### src/rtl/drum_hit_judge.sv
// drum_hit_judge: turns PS/2 drum key presses into hits and grades each hit
// against a note timing window (GREAT / GOOD / MISS). It also keeps the
// running score, the current combo and the max combo.
// Optional build macro: DRUM_AUTOPLAY_EN. When it is defined, key edges are
// ignored and every open window is judged GREAT at its centre tick.
module drum_hit_judge #(
   parameter int TICK_DIV  = 50000,
   parameter int WINDOW_MS = 100,
   parameter int GREAT_LO  = 35,
   parameter int GREAT_HI  = 65,
   parameter int GREAT_PTS = 300,
   parameter int GOOD_PTS  = 100,
   parameter int SCORE_W   = 20,
   parameter int COMBO_W   = 10
) (
   input  logic               CLOCK_50,
   input  logic               reset,
   input  logic               KEYn1,
   input  logic               KEYn2,
   input  logic               KEYn3,
   input  logic               KEYn4,
   input  logic               note_start,
   input  logic               note_type,
   output logic               judge_valid,
   output logic [1:0]         judge_code,
   output logic [SCORE_W-1:0] score,
   output logic [COMBO_W-1:0] combo,
   output logic [COMBO_W-1:0] max_combo,
   output logic               busy
);

   localparam int PRE_W = (TICK_DIV > 1) ? $clog2(TICK_DIV) : 1;
   localparam int MS_W  = $clog2(WINDOW_MS + 1);

   localparam logic [PRE_W-1:0]   PRE_LAST  = PRE_W'(TICK_DIV - 1);
   localparam logic [MS_W-1:0]    MS_END    = MS_W'(WINDOW_MS);
   localparam logic [MS_W-1:0]    MS_GLO    = MS_W'(GREAT_LO);
   localparam logic [MS_W-1:0]    MS_GHI    = MS_W'(GREAT_HI);
   localparam logic [SCORE_W:0]   PTS_GREAT = (SCORE_W + 1)'(GREAT_PTS);
   localparam logic [SCORE_W:0]   PTS_GOOD  = (SCORE_W + 1)'(GOOD_PTS);

   localparam logic [1:0] C_GREAT = 2'b01;
   localparam logic [1:0] C_GOOD  = 2'b10;
   localparam logic [1:0] C_MISS  = 2'b11;

   typedef enum logic [1:0] {S_IDLE = 2'd0, S_OPEN = 2'd1, S_RESULT = 2'd2} state_t;

   state_t             r_state, w_state_nxt;
   logic [3:0]         r_k_s1, r_k_s2, r_k_h;
   logic [3:0]         w_keys, w_fall;
   logic               w_don_hit, w_ka_hit, w_auto;
   logic               w_hit_ok, w_hit_bad, w_in_great;
   logic [PRE_W-1:0]   r_pre;
   logic [MS_W-1:0]    r_ms;
   logic               w_tick;
   logic               r_type, r_pend_vld, r_pend_type;
   logic [1:0]         r_code, w_code_nxt;
   logic               w_open, w_open_type, w_judge, w_pend_wr, w_pend_pop;
   logic [SCORE_W-1:0] r_score;
   logic [COMBO_W-1:0] r_combo, r_max, w_combo_inc;
   logic [SCORE_W:0]   w_pts;

   // Saturating score addition: clamps at the all-ones value of the score.
   function automatic logic [SCORE_W-1:0] sat_add_score(input logic [SCORE_W-1:0] a,
                                                        input logic [SCORE_W:0]   b);
      logic [SCORE_W+1:0] s;
      s = {2'b00, a} + {1'b0, b};
      if (s > {2'b00, {SCORE_W{1'b1}}}) return {SCORE_W{1'b1}};
      return s[SCORE_W-1:0];
   endfunction

   // Saturating combo increment: holds at the all-ones value.
   function automatic logic [COMBO_W-1:0] sat_inc_combo(input logic [COMBO_W-1:0] a);
      if (&a) return a;
      return a + 1'b1;
   endfunction

   assign w_keys = {KEYn4, KEYn3, KEYn2, KEYn1};
   assign w_fall = r_k_h & ~r_k_s2;

`ifdef DRUM_AUTOPLAY_EN
   assign w_don_hit = 1'b0;
   assign w_ka_hit  = 1'b0;
   assign w_auto    = (r_ms == MS_W'((GREAT_LO + GREAT_HI) / 2));
`else
   assign w_don_hit = w_fall[1] | w_fall[2];
   assign w_ka_hit  = w_fall[0] | w_fall[3];
   assign w_auto    = 1'b0;
`endif

   // A simultaneous don+ka press counts as a correct hit for either note type.
   assign w_hit_ok   = r_type ? w_ka_hit  : w_don_hit;
   assign w_hit_bad  = r_type ? w_don_hit : w_ka_hit;
   assign w_in_great = (r_ms >= MS_GLO) && (r_ms <= MS_GHI);
   assign w_tick     = (r_pre == PRE_LAST);

   // Two-flop synchronizer plus history flop per key; released keys read as 1.
   always_ff @(posedge CLOCK_50) begin
      if (reset) begin
         r_k_s1 <= 4'hF;
         r_k_s2 <= 4'hF;
         r_k_h  <= 4'hF;
      end else begin
         r_k_s1 <= w_keys;
         r_k_s2 <= r_k_s1;
         r_k_h  <= r_k_s2;
      end
   end

   // Millisecond prescaler and in-window tick count; both restart on window open.
   always_ff @(posedge CLOCK_50) begin
      if (reset || w_open) begin
         r_pre <= '0;
         r_ms  <= '0;
      end else begin
         r_pre <= w_tick ? '0 : r_pre + 1'b1;
         if (w_tick && (r_state == S_OPEN) && (r_ms != MS_END)) r_ms <= r_ms + 1'b1;
      end
   end

   // State register.
   always_ff @(posedge CLOCK_50) begin
      if (reset) r_state <= S_IDLE;
      else       r_state <= w_state_nxt;
   end

   // Next state, window open/pending control and judgment outputs.
   always_comb begin
      w_state_nxt = r_state;
      w_open      = 1'b0;
      w_open_type = note_type;
      w_judge     = 1'b0;
      w_code_nxt  = r_code;
      w_pend_wr   = 1'b0;
      w_pend_pop  = 1'b0;
      judge_valid = 1'b0;
      judge_code  = 2'b00;
      case (r_state)
         S_IDLE: begin
            if (note_start) begin
               w_open      = 1'b1;
               w_state_nxt = S_OPEN;
            end
         end
         S_OPEN: begin
            w_pend_wr = note_start;
            if (w_hit_ok) begin
               w_judge     = 1'b1;
               w_code_nxt  = w_in_great ? C_GREAT : C_GOOD;
               w_state_nxt = S_RESULT;
            end else if (w_hit_bad || (r_ms == MS_END)) begin
               w_judge     = 1'b1;
               w_code_nxt  = C_MISS;
               w_state_nxt = S_RESULT;
            end else if (w_auto) begin
               w_judge     = 1'b1;
               w_code_nxt  = C_GREAT;
               w_state_nxt = S_RESULT;
            end
         end
         S_RESULT: begin
            judge_valid = 1'b1;
            judge_code  = r_code;
            if (r_pend_vld) begin
               // Pop the waiting note; a same-cycle note_start refills the slot.
               w_open      = 1'b1;
               w_open_type = r_pend_type;
               w_pend_pop  = 1'b1;
               w_pend_wr   = note_start;
               w_state_nxt = S_OPEN;
            end else if (note_start) begin
               w_open      = 1'b1;
               w_state_nxt = S_OPEN;
            end else begin
               w_state_nxt = S_IDLE;
            end
         end
         default: w_state_nxt = S_IDLE;
      endcase
   end

   // Open-note type, latched judgment and the 1-deep pending note slot.
   always_ff @(posedge CLOCK_50) begin
      if (reset) begin
         r_type      <= 1'b0;
         r_code      <= 2'b00;
         r_pend_vld  <= 1'b0;
         r_pend_type <= 1'b0;
      end else begin
         if (w_open)  r_type <= w_open_type;
         if (w_judge) r_code <= w_code_nxt;
         if (w_pend_wr) begin
            r_pend_vld  <= 1'b1;
            r_pend_type <= note_type;
         end else if (w_pend_pop) begin
            r_pend_vld  <= 1'b0;
         end
      end
   end

   assign w_combo_inc = sat_inc_combo(r_combo);
   assign w_pts       = (r_code == C_GREAT) ? PTS_GREAT : PTS_GOOD;

   // Score, combo and max combo update during the RESULT cycle.
   always_ff @(posedge CLOCK_50) begin
      if (reset) begin
         r_score <= '0;
         r_combo <= '0;
         r_max   <= '0;
      end else if (r_state == S_RESULT) begin
         if (r_code == C_MISS) begin
            r_combo <= '0;
         end else begin
            r_score <= sat_add_score(r_score, w_pts);
            r_combo <= w_combo_inc;
            if (w_combo_inc > r_max) r_max <= w_combo_inc;
         end
      end
   end

   assign score     = r_score;
   assign combo     = r_combo;
   assign max_combo = r_max;
   assign busy      = (r_state != S_IDLE) | r_pend_vld;

endmodule
### config.mk
export PLATFORM = sky130hd
export DESIGN_NAME = drum_hit_judge
export DESIGN_NICKNAME = d
export VERILOG_FILES = /design/src/rtl/drum_hit_judge.sv
export SDC_FILE = /design/constraint.sdc
export NUM_CORES = 1
export LEC_CHECK = 0
export CORE_ASPECT_RATIO = 1.1
export CORE_UTILIZATION = 56
export CTS_CLUSTER_SIZE = 20
export DETAILED_ROUTE_END_ITERATION = 10
export PLACE_DENSITY_LB_ADDON = 0.15
export SLEW_MARGIN = 20
export SYNTH_ARGS = -nofsm -noshare
export SYNTH_HDL_FRONTEND = slang
export SYNTH_SLANG_ARGS = --single-unit
### constraint.sdc
create_clock -name CLOCK_50 -period 3.8 [get_ports CLOCK_50]
set_input_delay 0.76 -clock CLOCK_50 [delete_from_list [all_inputs] [get_ports CLOCK_50]]
set_output_delay 0.76 -clock CLOCK_50 [all_outputs]
set_load 0.02 [all_outputs]
==> summary by stage <==
Outcome
The run finished with clean final reports.

Yosys
The cell type with the highest aggregate area in the netlist is sky130_fd_sc_hd__dfxtp_1. By area the synthesized netlist is led by sky130_fd_sc_hd__dfxtp_1 38%, sky130_fd_sc_hd__nor2_1 6.6%, sky130_fd_sc_hd__ha_1 6.1%. The synthesized netlist occupies a cell area of 4290 um2.

The synthesis-stage register bit count is 81. Counting every net in the synthesized netlist gives 550. Summed over its instances, the top area cell type makes up 37.8% of the synthesized netlist area. The count of different cell masters after synthesis is 53. The total of warnings raised by yosys is 0. The cell count after synthesis came out at roughly 520. The dominant synthesized flop cell is sky130_fd_sc_hd__dfxtp_1. The share of flip-flops with an asynchronous set or reset is 0%. The mean cell area of the mapped netlist is 8.23 um2. After synthesis, flip-flops and latches occupy ~38% of the total area. The number of synthesized flops with an enable pin is 0.

Hold path
The hold path startpoint is r_k_s1[1]. The class of the worst hold path is reg2reg.

Final layout
Counting the fill cells in the layout gives 624. The repair_antennas step left the layout with diodes totalling 0. The post-route netlist has slightly below 8% of its cells at a drive strength greater than 1. The number of nets at the end of the flow is 591. The post-synthesis to final-layout area growth is 17.3%. The final cell count without fillers is 654.

CTS
The number of H-tree branching levels is 3. The clock-pin transition on the worst setup and hold timing paths is ~0.090 ns. At the later pin of the worst-skew pair, clock insertion delay measures ~0.35 ns. The clock passes through at most 2 buffers. The clock tree from TritonCTS is built. The number of CTS-inserted buffers is 9.

The clock root buffer is sky130_fd_sc_hd__clkbuf_8. The number of buffers inserted for hold repair after clock tree synthesis is 0. The post-CTS setup repair buffer count is 0. The sink count of the clock tree is 81. Gates resized during post-CTS repair numbered 0.

Route
The number of detailed-routing iterations run before antenna repair is 4. Summed over all nets, wire length on met3 after detailed routing comes to 501 um. The met1 routed wirelength after detailed routing is around 4000 um. The average vias per placed instance is 5.71.

The via count of the routed design is 3736. In this run, the number of DRC markers left after iteration 0 of detailed routing was 166. The antenna violation net count after detailed routing is 0.

The detail-routed net length per standard cell is about 14 um. The routed wire length on met2 is 4290 um. The remaining design rule violation count is 0. In this run the top signal layer used is met4. Wires add up to 9050 um.

Power and ir drop
The leakage power total is roughly 1.8 nW. The overall power after layout is roughly 0.0019 W. The largest vdd supply drop is 0.229 mV. The cell area power density is around 370 nW/um2.

Floorplan
The chip height is approximately 94 um. The total area inside the core boundary comes to 7430 um2. In this run the horizontal extent of the chip is 85.4 um. The initial cell density of the core is between 50% and 60%. The die covers about 8000 um2. 52 I/O pins were placed. The floorplan has 33 rows.

Worst setup path
STA puts the critical path data required time at between 4 and 5 ns. The category of the critical setup timing path is reg2reg. Along the worst path, the maximum fanout reaches 8. The worst setup path is captured at a register. The kind of start point of the critical path is a register.

The worst setup slack for register-to-register paths is 0.31 ns. Data on the critical path arrives at its endpoint at roughly 3.8 ns. The launch point of the worst reg-to-reg path is combo[2]. In this run the worst setup path begins at combo[2].

Placed design
The cell total after placement is 638. The count of port buffers added during placement is 51. The post-detailed-placement half-perimeter wirelength is ~6400 um. The last weighted congestion value of the routability-driven placer is 0.889.

The post-placement worst setup slack is about 0.34 ns.

Timing
Setup repair after global routing left no endpoint under its margin. The slew at the pin closest to its max-slew limit is between 0.7 and 0.8 ns. The final critical-path share of the clock period is 91.9%. The final setup skew is approximately 0.015 ns. Subtracting the final worst setup slack from the clock period gives 3.49 ns. The number of endpoints with negative hold slack in the final report came to 0. The timing-limited maximum frequency is 286 MHz. The worst-case headroom to the max-slew limit is 48.7%. The number of max-slew violations in the final report is 0. The final critical-path setup slack is about 0.3 ns. The accumulated negative setup slack is 0 ns. The hold slack is 0.415 ns. The final number of setup-violating endpoints is 0.

Global routing
Entering global routing, the biggest net connects 59 pins. The via count of the first global-routing pass is 3439. In the global route stage, overall resource usage came out at 23.4%. The first global-routing pass estimated 15100 um of wire. The number of antenna violations at the first check in global routing came to 0. The total overflow left after global routing is 0.

Run
Across the run, the number of max-cap violations was 0.
logic make-up after synthesis:
family / after synthesis / share of synthesized area [%]
AND/OR/NAND/NOR: 221 / 25.7
AO/OA/AOI/OAI: 95 / 14.8
flip-flops: 81 / 37.8
buffers and inverters: 56 / 5.43
XOR/XNOR: 31 / 6.33
adder cells (fa/ha/maj): 22 / 6.36
multiplexers: 15 / 3.56
cell usage in the layout (no fill, tap or decap), drive strengths merged, types with 6 or more instances in the layout:
master          n
a21oi          35
dfxtp          81
xnor2          22
o21ai          14
xor2            9
nor3           20
nor2b          12
a211oi          7
nand4           7
nor2           75
clkbuf         10
clkdlybuf4s50  50
buf             6
o211ai          6
a311oi          6
nand3          21
mux2i          13
inv            32
nand2          30
or2            14
and3           12
ha             21
power breakdown:
group / total [W] / internal [W] / switching, W
sequential: 0.000917 / 0.000878 / 0.0000387
clock: 0.000660 / 0.000329 / 0.000330
combinational: 0.000299 / 0.000127 / 0.000172
flip-flops by register name, summed over array words and instances (netlist names):
signal,cells
combo,10
max_combo,10
r_code,2
r_k_h,4
r_k_s1,4
r_k_s2,4
r_ms,7
r_pend_type,1
r_pend_vld,1
r_pre,16
r_state,2
r_type,1
score,19
area by class of cell:
type	instances	area, um2	area share, %
sequential	81	1620	32.2
timing repair buffer	56	543	10.8
multi-input combinational	384	2430	48.4
clock buffer	10	138	2.74
tap	87	109	2.16
inverter	30	113	2.24
clock inverter	6	73.8	1.47
per-stage QoR:
step	utilization (%)	instance area, um2
finish	67.7	5030
detailed placement	64.8	4820
global route	67.7	5030
floorplan	-	4290
CTS	67.7	5030
global placement	64.8	4820
path summary, 6_finish.rpt:
path,to,cells past startpoint
worst max register to register,max_combo[0],15
worst min-delay path,r_k_s2[1],1
worst min register to register,r_k_s2[1],1
worst max-delay path,max_combo[0],15
synth_stat cells, types with 3 or more instances:
cell / instances
sky130_fd_sc_hd__or3_1: 5
sky130_fd_sc_hd__inv_1: 30
sky130_fd_sc_hd__or2_2: 14
sky130_fd_sc_hd__ha_1: 21
sky130_fd_sc_hd__mux2i_1: 13
sky130_fd_sc_hd__buf_4: 4
sky130_fd_sc_hd__o211ai_1: 6
sky130_fd_sc_hd__and2_1: 5
sky130_fd_sc_hd__xnor2_1: 22
sky130_fd_sc_hd__a21oi_1: 35
sky130_fd_sc_hd__and4_1: 3
sky130_fd_sc_hd__xor2_1: 9
sky130_fd_sc_hd__dfxtp_1: 81
sky130_fd_sc_hd__buf_2: 6
sky130_fd_sc_hd__a2111oi_0: 3
sky130_fd_sc_hd__a31oi_1: 4
sky130_fd_sc_hd__clkbuf_1: 16
sky130_fd_sc_hd__nor2_1: 75
sky130_fd_sc_hd__nand2_1: 30
sky130_fd_sc_hd__o21a_1: 4
sky130_fd_sc_hd__nor3_1: 20
sky130_fd_sc_hd__a211oi_2: 3
sky130_fd_sc_hd__nand2b_1: 5
sky130_fd_sc_hd__nand3_1: 21
sky130_fd_sc_hd__nand4b_1: 3
sky130_fd_sc_hd__a311oi_1: 6
sky130_fd_sc_hd__nand4_1: 7
sky130_fd_sc_hd__a211oi_1: 4
sky130_fd_sc_hd__and3_1: 12
sky130_fd_sc_hd__nor2b_1: 12
sky130_fd_sc_hd__o21ai_0: 14
worst max-delay path, stage by stage (launching register included):
cell	delay (ns)
sky130_fd_sc_hd__dfxtp_1	0.46
sky130_fd_sc_hd__and4_1	0.27
sky130_fd_sc_hd__and2_1	0.20
sky130_fd_sc_hd__nand3_1	0.26
sky130_fd_sc_hd__and3_1	0.31
sky130_fd_sc_hd__nand3_1	0.11
sky130_fd_sc_hd__xnor2_1	0.11
sky130_fd_sc_hd__ha_1	0.34
sky130_fd_sc_hd__a21o_1	0.12
sky130_fd_sc_hd__a211o_1	0.14
sky130_fd_sc_hd__a31oi_1	0.04
sky130_fd_sc_hd__or3_1	0.30
sky130_fd_sc_hd__a21oi_1	0.18
sky130_fd_sc_hd__buf_4	0.20
sky130_fd_sc_hd__mux2_2	0.33
sky130_fd_sc_hd__nor2_1	0.07
routing by layer:
metal,track usage [%],vias to the layer above
met3,3.87,15
met2,38.6,98
met1,29.8,1732
met4,10.8,0
li1,-,1891
met5,0,-
No activity file was read; power rests on OpenSTA's default activity.
